==> config.mk <==
export PLATFORM = sky130hd
export DESIGN_NAME = lift_req_queue
export DESIGN_NICKNAME = d
export VERILOG_FILES = /design/src/rtl/lift_req_queue.sv
export SDC_FILE = /design/constraint.sdc
export NUM_CORES = 1
export LEC_CHECK = 0
export CORE_ASPECT_RATIO = 0.75
export CORE_MARGIN = 1.5
export CORE_UTILIZATION = 60
export CTS_CLUSTER_SIZE = 10
export DETAILED_ROUTE_END_ITERATION = 16
export GPL_ROUTABILITY_DRIVEN = 1
export PLACE_DENSITY = 0.84
export SLEW_MARGIN = 5
export SYNTH_ARGS = -nofsm -noshare
export SYNTH_HDL_FRONTEND = slang
export SYNTH_SLANG_ARGS = --single-unit
==> constraint.sdc <==
create_clock -name clk -period 5.8 [get_ports clk]
set_input_delay 0.58 -clock clk [delete_from_list [all_inputs] [get_ports clk]]
set_output_delay 0.58 -clock clk [all_outputs]
set_load 0.02 [all_outputs]
==> src/rtl/lift_req_queue.sv <==
// lift_req_queue: hall-call FIFO feeding the lift controller, with duplicate filtering and a done-episode pop handshake
// Ports:
//   clk, rst_n          clock; synchronous active-low reset
//   req_valid, req_code request strobe and 3-bit call code
//   req_ready           queue not full
//   fsm_done            controller done level; one pop per high episode
//   q_head, q_empty     oldest entry (000 when empty) and empty flag
//   q_count             stored entries, 0..DEPTH
//   pending             one bit per queued call {4D,3D,2D,3U,2U,1U}
//   ovf, ovf_clr        sticky overflow flag and its clear
module lift_req_queue #(
  parameter int DEPTH = 8,
  parameter int AW = 3
) (
  input  logic          clk,
  input  logic          rst_n,
  input  logic          req_valid,
  input  logic [2:0]    req_code,
  output logic          req_ready,
  input  logic          fsm_done,
  output logic [2:0]    q_head,
  output logic          q_empty,
  output logic [AW:0]   q_count,
  output logic [5:0]    pending,
  output logic          ovf,
  input  logic          ovf_clr
);
  typedef enum logic {ARMED, WAIT_LOW} state_t;
  state_t state, state_nx;
  logic [2:0] mem [DEPTH];
  logic [AW-1:0] rd_ptr, wr_ptr;
  logic [AW:0] count;
  logic [5:0] req_oh, pop_oh;
  logic [2:0] pop_code;
  logic full, pop, push, fresh, ovf_set;
  // Invalid codes (000, 101) map to zero, so a zero one-hot doubles as the validity test.
  function automatic logic [5:0] onehot(input logic [2:0] c);
    return c == 3'b001 ? 6'b000001 :
           c == 3'b010 ? 6'b000010 :
           c == 3'b011 ? 6'b000100 :
           c == 3'b110 ? 6'b001000 :
           c == 3'b111 ? 6'b010000 :
           c == 3'b100 ? 6'b100000 : 6'b000000;
  endfunction
  assign full     = count == (AW+1)'(DEPTH);
  assign pop_code = mem[rd_ptr];
  assign req_oh   = onehot(req_code);
  assign pop_oh   = onehot(pop_code);
  assign q_head   = count != '0 ? mem[rd_ptr] : 3'b000;
  assign q_empty  = count == '0;
  assign req_ready = !full;
  assign q_count  = count;
  always_comb begin
    state_nx = state;
    pop = 1'b0;
    if (state == ARMED) begin
      pop = fsm_done && !q_empty;
      state_nx = pop ? WAIT_LOW : ARMED;
    end else begin
      state_nx = fsm_done ? WAIT_LOW : ARMED;
    end
  end
  // A code leaving the queue this cycle may be re-queued in the same cycle.
  assign fresh   = req_valid && req_oh != '0 &&
                   ((pending & req_oh) == '0 || (pop && pop_code == req_code));
  assign push    = fresh && !full;
  assign ovf_set = fresh && full;
  always_ff @(posedge clk)
    if (push) mem[wr_ptr] <= req_code;
  always_ff @(posedge clk) begin
    if (!rst_n) begin
      state   <= ARMED;
      rd_ptr  <= '0;
      wr_ptr  <= '0;
      count   <= '0;
      pending <= '0;
      ovf     <= 1'b0;
    end else begin
      state   <= state_nx;
      rd_ptr  <= pop ? rd_ptr + 1'b1 : rd_ptr;
      wr_ptr  <= push ? wr_ptr + 1'b1 : wr_ptr;
      count   <= count + (AW+1)'(push) - (AW+1)'(pop);
      pending <= (pending & ~(pop ? pop_oh : 6'b0)) | (push ? req_oh : 6'b0);
      ovf     <= ovf_set || (ovf && !ovf_clr);
    end
  end
endmodule

==> impl_metrics.py <==
metrics = {
    "floorplanning": {
        "core_region_area_um2": 3360,
        "chipWidth_um": 72.3,
        "core.rowCount": 18,
        "io_pins": 24,
        "die-height_um": 55,
        "floorplan.die_area_um2": 3980,
        "initial_core_util_pct": 64.5,
    },
    "setup_path": {
        "r2r_end": "q_count[3]",
        "end_kind": "flop",
        "critical_path.startpoint_type": "primary input",
        "reg2reg_slack_ns": 2.09,
        "critical-path-slowest-cell": "clkdlybuf4s50_1",
        "crit_path_max_fanout": 17,
        "crit_required_ns": 5.98,
        "crit_type": "in -> reg",
        "delay_of_the_slowest_cell_on_the_worst_path_ns": 0.76,
        "cp.arrival_ns": 4.02,
        "critical_path.top_delay_family": "compound AO/OA/AOI/OAI gates",
        "timing.critical_path.cells": "clkdlybuf4s50_1 > nor2b_1 > o31a_1 > and2_1 > nor2b_1 > a22oi_4 > ha_1 > inv_1 > ha_1 > a21o_1 > a21oi_1 > xnor2_1 > nor2_1",
        "rr_worst_depth": 12,
        "critPathBufInv": 2,
    },
    "pwr": {
        "p_int_mw": 0.675,
        "report.power.total_mw": 1.03,
        "power_density_nw_per_um2": 414,
        "pwr-share-clk_pct": 22.1,
        "power.net_switching_mw": 0.359,
        "p_comb_share_pct": 37.4,
        "sw_frac_of_total_pct": 34.7,
        "power.ir.vdd_worst_mv": 0.247,
        "total_leakage_power_nw": 0.909,
        "seq_power_share_pct": 40.5,
    },
    "cts": {
        "cts.reportedPaths.clkPinSlew_ns": 0.08,
        "cts.hold.buffers_added": 0,
        "post_cts.resized_instances": 0,
        "cts.repair_timing.setup_buffer_count": 0,
        "ctsRootBufferMaster": "clkbuf_8",
        "clk_latency_ns": 0.30,
        "numClockSinks": 45,
        "clock_path_buffers": 2,
        "cts_inserted_buffers": 5,
        "cts_max_level": 2,
        "cts_tree": "yes",
    },
    "min_path": {
        "worst_hold_path.endpoint": "state",
        "worst_hold_path_depth": 2,
        "worstHoldStart": "state",
        "min-delay-path-class": "reg -> reg",
    },
    "cells_and_area": {
        "mostFrequentLayoutCell": "edfxtp_1",
        "num_antenna_cells": 0,
        "mostFrequentLayoutCells": "edfxtp_1, clkdlybuf4s50_1, dfxtp_1, mux2i_1",
        "num-nets-final": 226,
        "fillers": 221,
        "flow.area_growth_from_synthesis_pct": 15.5,
        "final_util_pct": 74.5,
        "drive_above_1_share_pct": 6.70,
    },
    "synthesis": {
        "ys_async_sr_fraction_pct": 0,
        "synth_top_flop_cell": "edfxtp_1",
        "synthesis.nets": 204,
        "yosys_warnings": 0,
        "yosysSeqAreaShare_pct": 52.7,
        "postSynthCellCount": 187,
        "synthDistinctLibCells": 44,
        "synth_enable_flop_cells": 24,
        "ys_seq_elements": 45,
        "post_synthesis_mean_instance_area_um2": 11.6,
        "synth_area_um2": 2160,
    },
    "drt": {
        "via_count": 1526,
        "vias_per_cell": 6.13,
        "routedWlPerCell_um": 17.8,
        "first_pass_iters": 4,
        "initialDrtViolationCount": 150,
        "remaining_drc_errors": 0,
        "wl_um": 4430,
        "ant_nets": 0,
    },
    "timing": {
        "hold_viol": 0,
        "setup_tns_ns": 0,
        "final.min_clock_period_ns": 3.83,
        "setup_viol": 0,
        "headroom_to_the_max_slew_limit_pct": 42.0,
        "clock.fmax_mhz": 261,
        "timing.final.max_slew_violations": 0,
        "timing.final.crit_share_pct": 66.1,
        "grt_setup_unrepaired": "no",
        "tightestPinTransition_ns": 0.858,
        "skew_ns": 0.00864,
    },
    "grt": {
        "pin_count_of_the_biggest_net_entering_global_routing": 20,
        "grtUsageTotal_pct": 24.1,
        "sum_of_overflow_across_all_layers_after_global_routing": 0,
        "first_global_vias": 1440,
        "antenna_found_initial": 0,
        "grt_pass1_wl_um": 6940,
    },
    "place": {
        "io_buffer_count": 23,
        "hpwlAfterDp_um": 3070,
        "final_estimated_routing_congestion_in_global_placement": 0.837,
    },
    "status": {
        "outcome": "finished clean",
    },
    "run": {
        "maxCapViolations": 0,
    },
}
[worst max-delay path by stage]
stage | start | endpoint | slack (ns) | depth (start not counted)
CTS | req_code[2] | q_count[3] | 2.03 | 13
floorplan | req_code[2] | q_count[2] | 2.73 | 14
global route | req_code[2] | q_count[3] | 1.82 | 13
detailed placement | req_code[2] | q_count[3] | 1.75 | 13
global placement | req_code[2] | q_count[2] | 1.90 | 13
finish | req_code[2] | q_count[3] | 1.97 | 13
[state kept, by name, indices dropped and copies added, names as in the netlist, named ones only]
name and count:
mem 24, ovf 1, pending 6, q_count 4, rd_ptr 3, state 1, wr_ptr 3
[power groups by stage]
stage	clock network [mW]	registers [mW]	logic (mW)
after floorplan	0	0.418	0.268
after global placement	0	0.422	0.370
after detailed placement	0	0.426	0.383
after CTS	0.228	0.419	0.387
after global routing	0.242	0.424	0.420
final	0.228	0.419	0.387
[metal layers]
layer | GRT usage, % | wire, um | up-vias
met4 | 8.18 | 53 | 0
met1 | 33.6 | 2060 | 730
met3 | 5.25 | 343 | 9
li1 | - | - | 723
met2 | 38.0 | 1970 | 64
met5 | 0 | 0 | -
[worst min-delay path: stages, from the launching register on]
cell and delay [ns]:
dfxtp_1 0.31, inv_1 0.05, a21oi_1 0.05
[metrics by stage]
stage	instance area, um^2	hold slack, ns	std cells	setup slack (ns)
after global placement	2390	0.422	242	1.90
after floorplan	2160	0.416	187	2.73
after CTS	2500	0.443	249	2.03
final	2500	0.442	249	1.97
after global routing	2500	0.477	249	1.82
after detailed placement	2390	0.431	242	1.75
[cells in the mapped netlist, types with 3 or more instances]
cell	n	area, um^2
mux2i_1	17	170
nor3_1	4	20.0
dfxtp_1	21	420
edfxtp_1	24	721
o211ai_1	3	22.5
nand2b_1	3	18.8
o311ai_0	3	26.3
nand2_1	15	56.3
nor4b_1	4	35.0
inv_1	12	45.0
clkbuf_1	5	18.8
and2_1	3	18.8
xnor2_1	3	26.3
o41ai_1	3	26.3
a21oi_1	4	20.0
nor2_1	15	56.3
nor2b_1	5	31.3
ha_1	8	100
[area by class of cell]
| type | instances | area, um^2 | share of cell area (%) |
|---|---|---|---|
| timing repair buffer | 23 | 230 | 9.21 |
| clock buffer | 5 | 68.8 | 2.75 |
| multi-input combinational | 121 | 925 | 37.0 |
| inverter | 13 | 48.8 | 1.95 |
| tap | 40 | 50.0 | 2.00 |
| sequential | 45 | 1140 | 45.7 |
| clock inverter | 2 | 35.0 | 1.40 |
[kinds of logic after synthesis]
group	after synthesis	synth area share, %
and+or+nand+nor	60	14.9
DFF	45	52.7
AOI/OAI and AO/OA	26	9.31
buffers and inverters	21	4.51
muxes	21	11.0
adders and majority gates	9	5.55
xor gates and xnor gates	5	2.02
(Power assumes the default switching activity.)
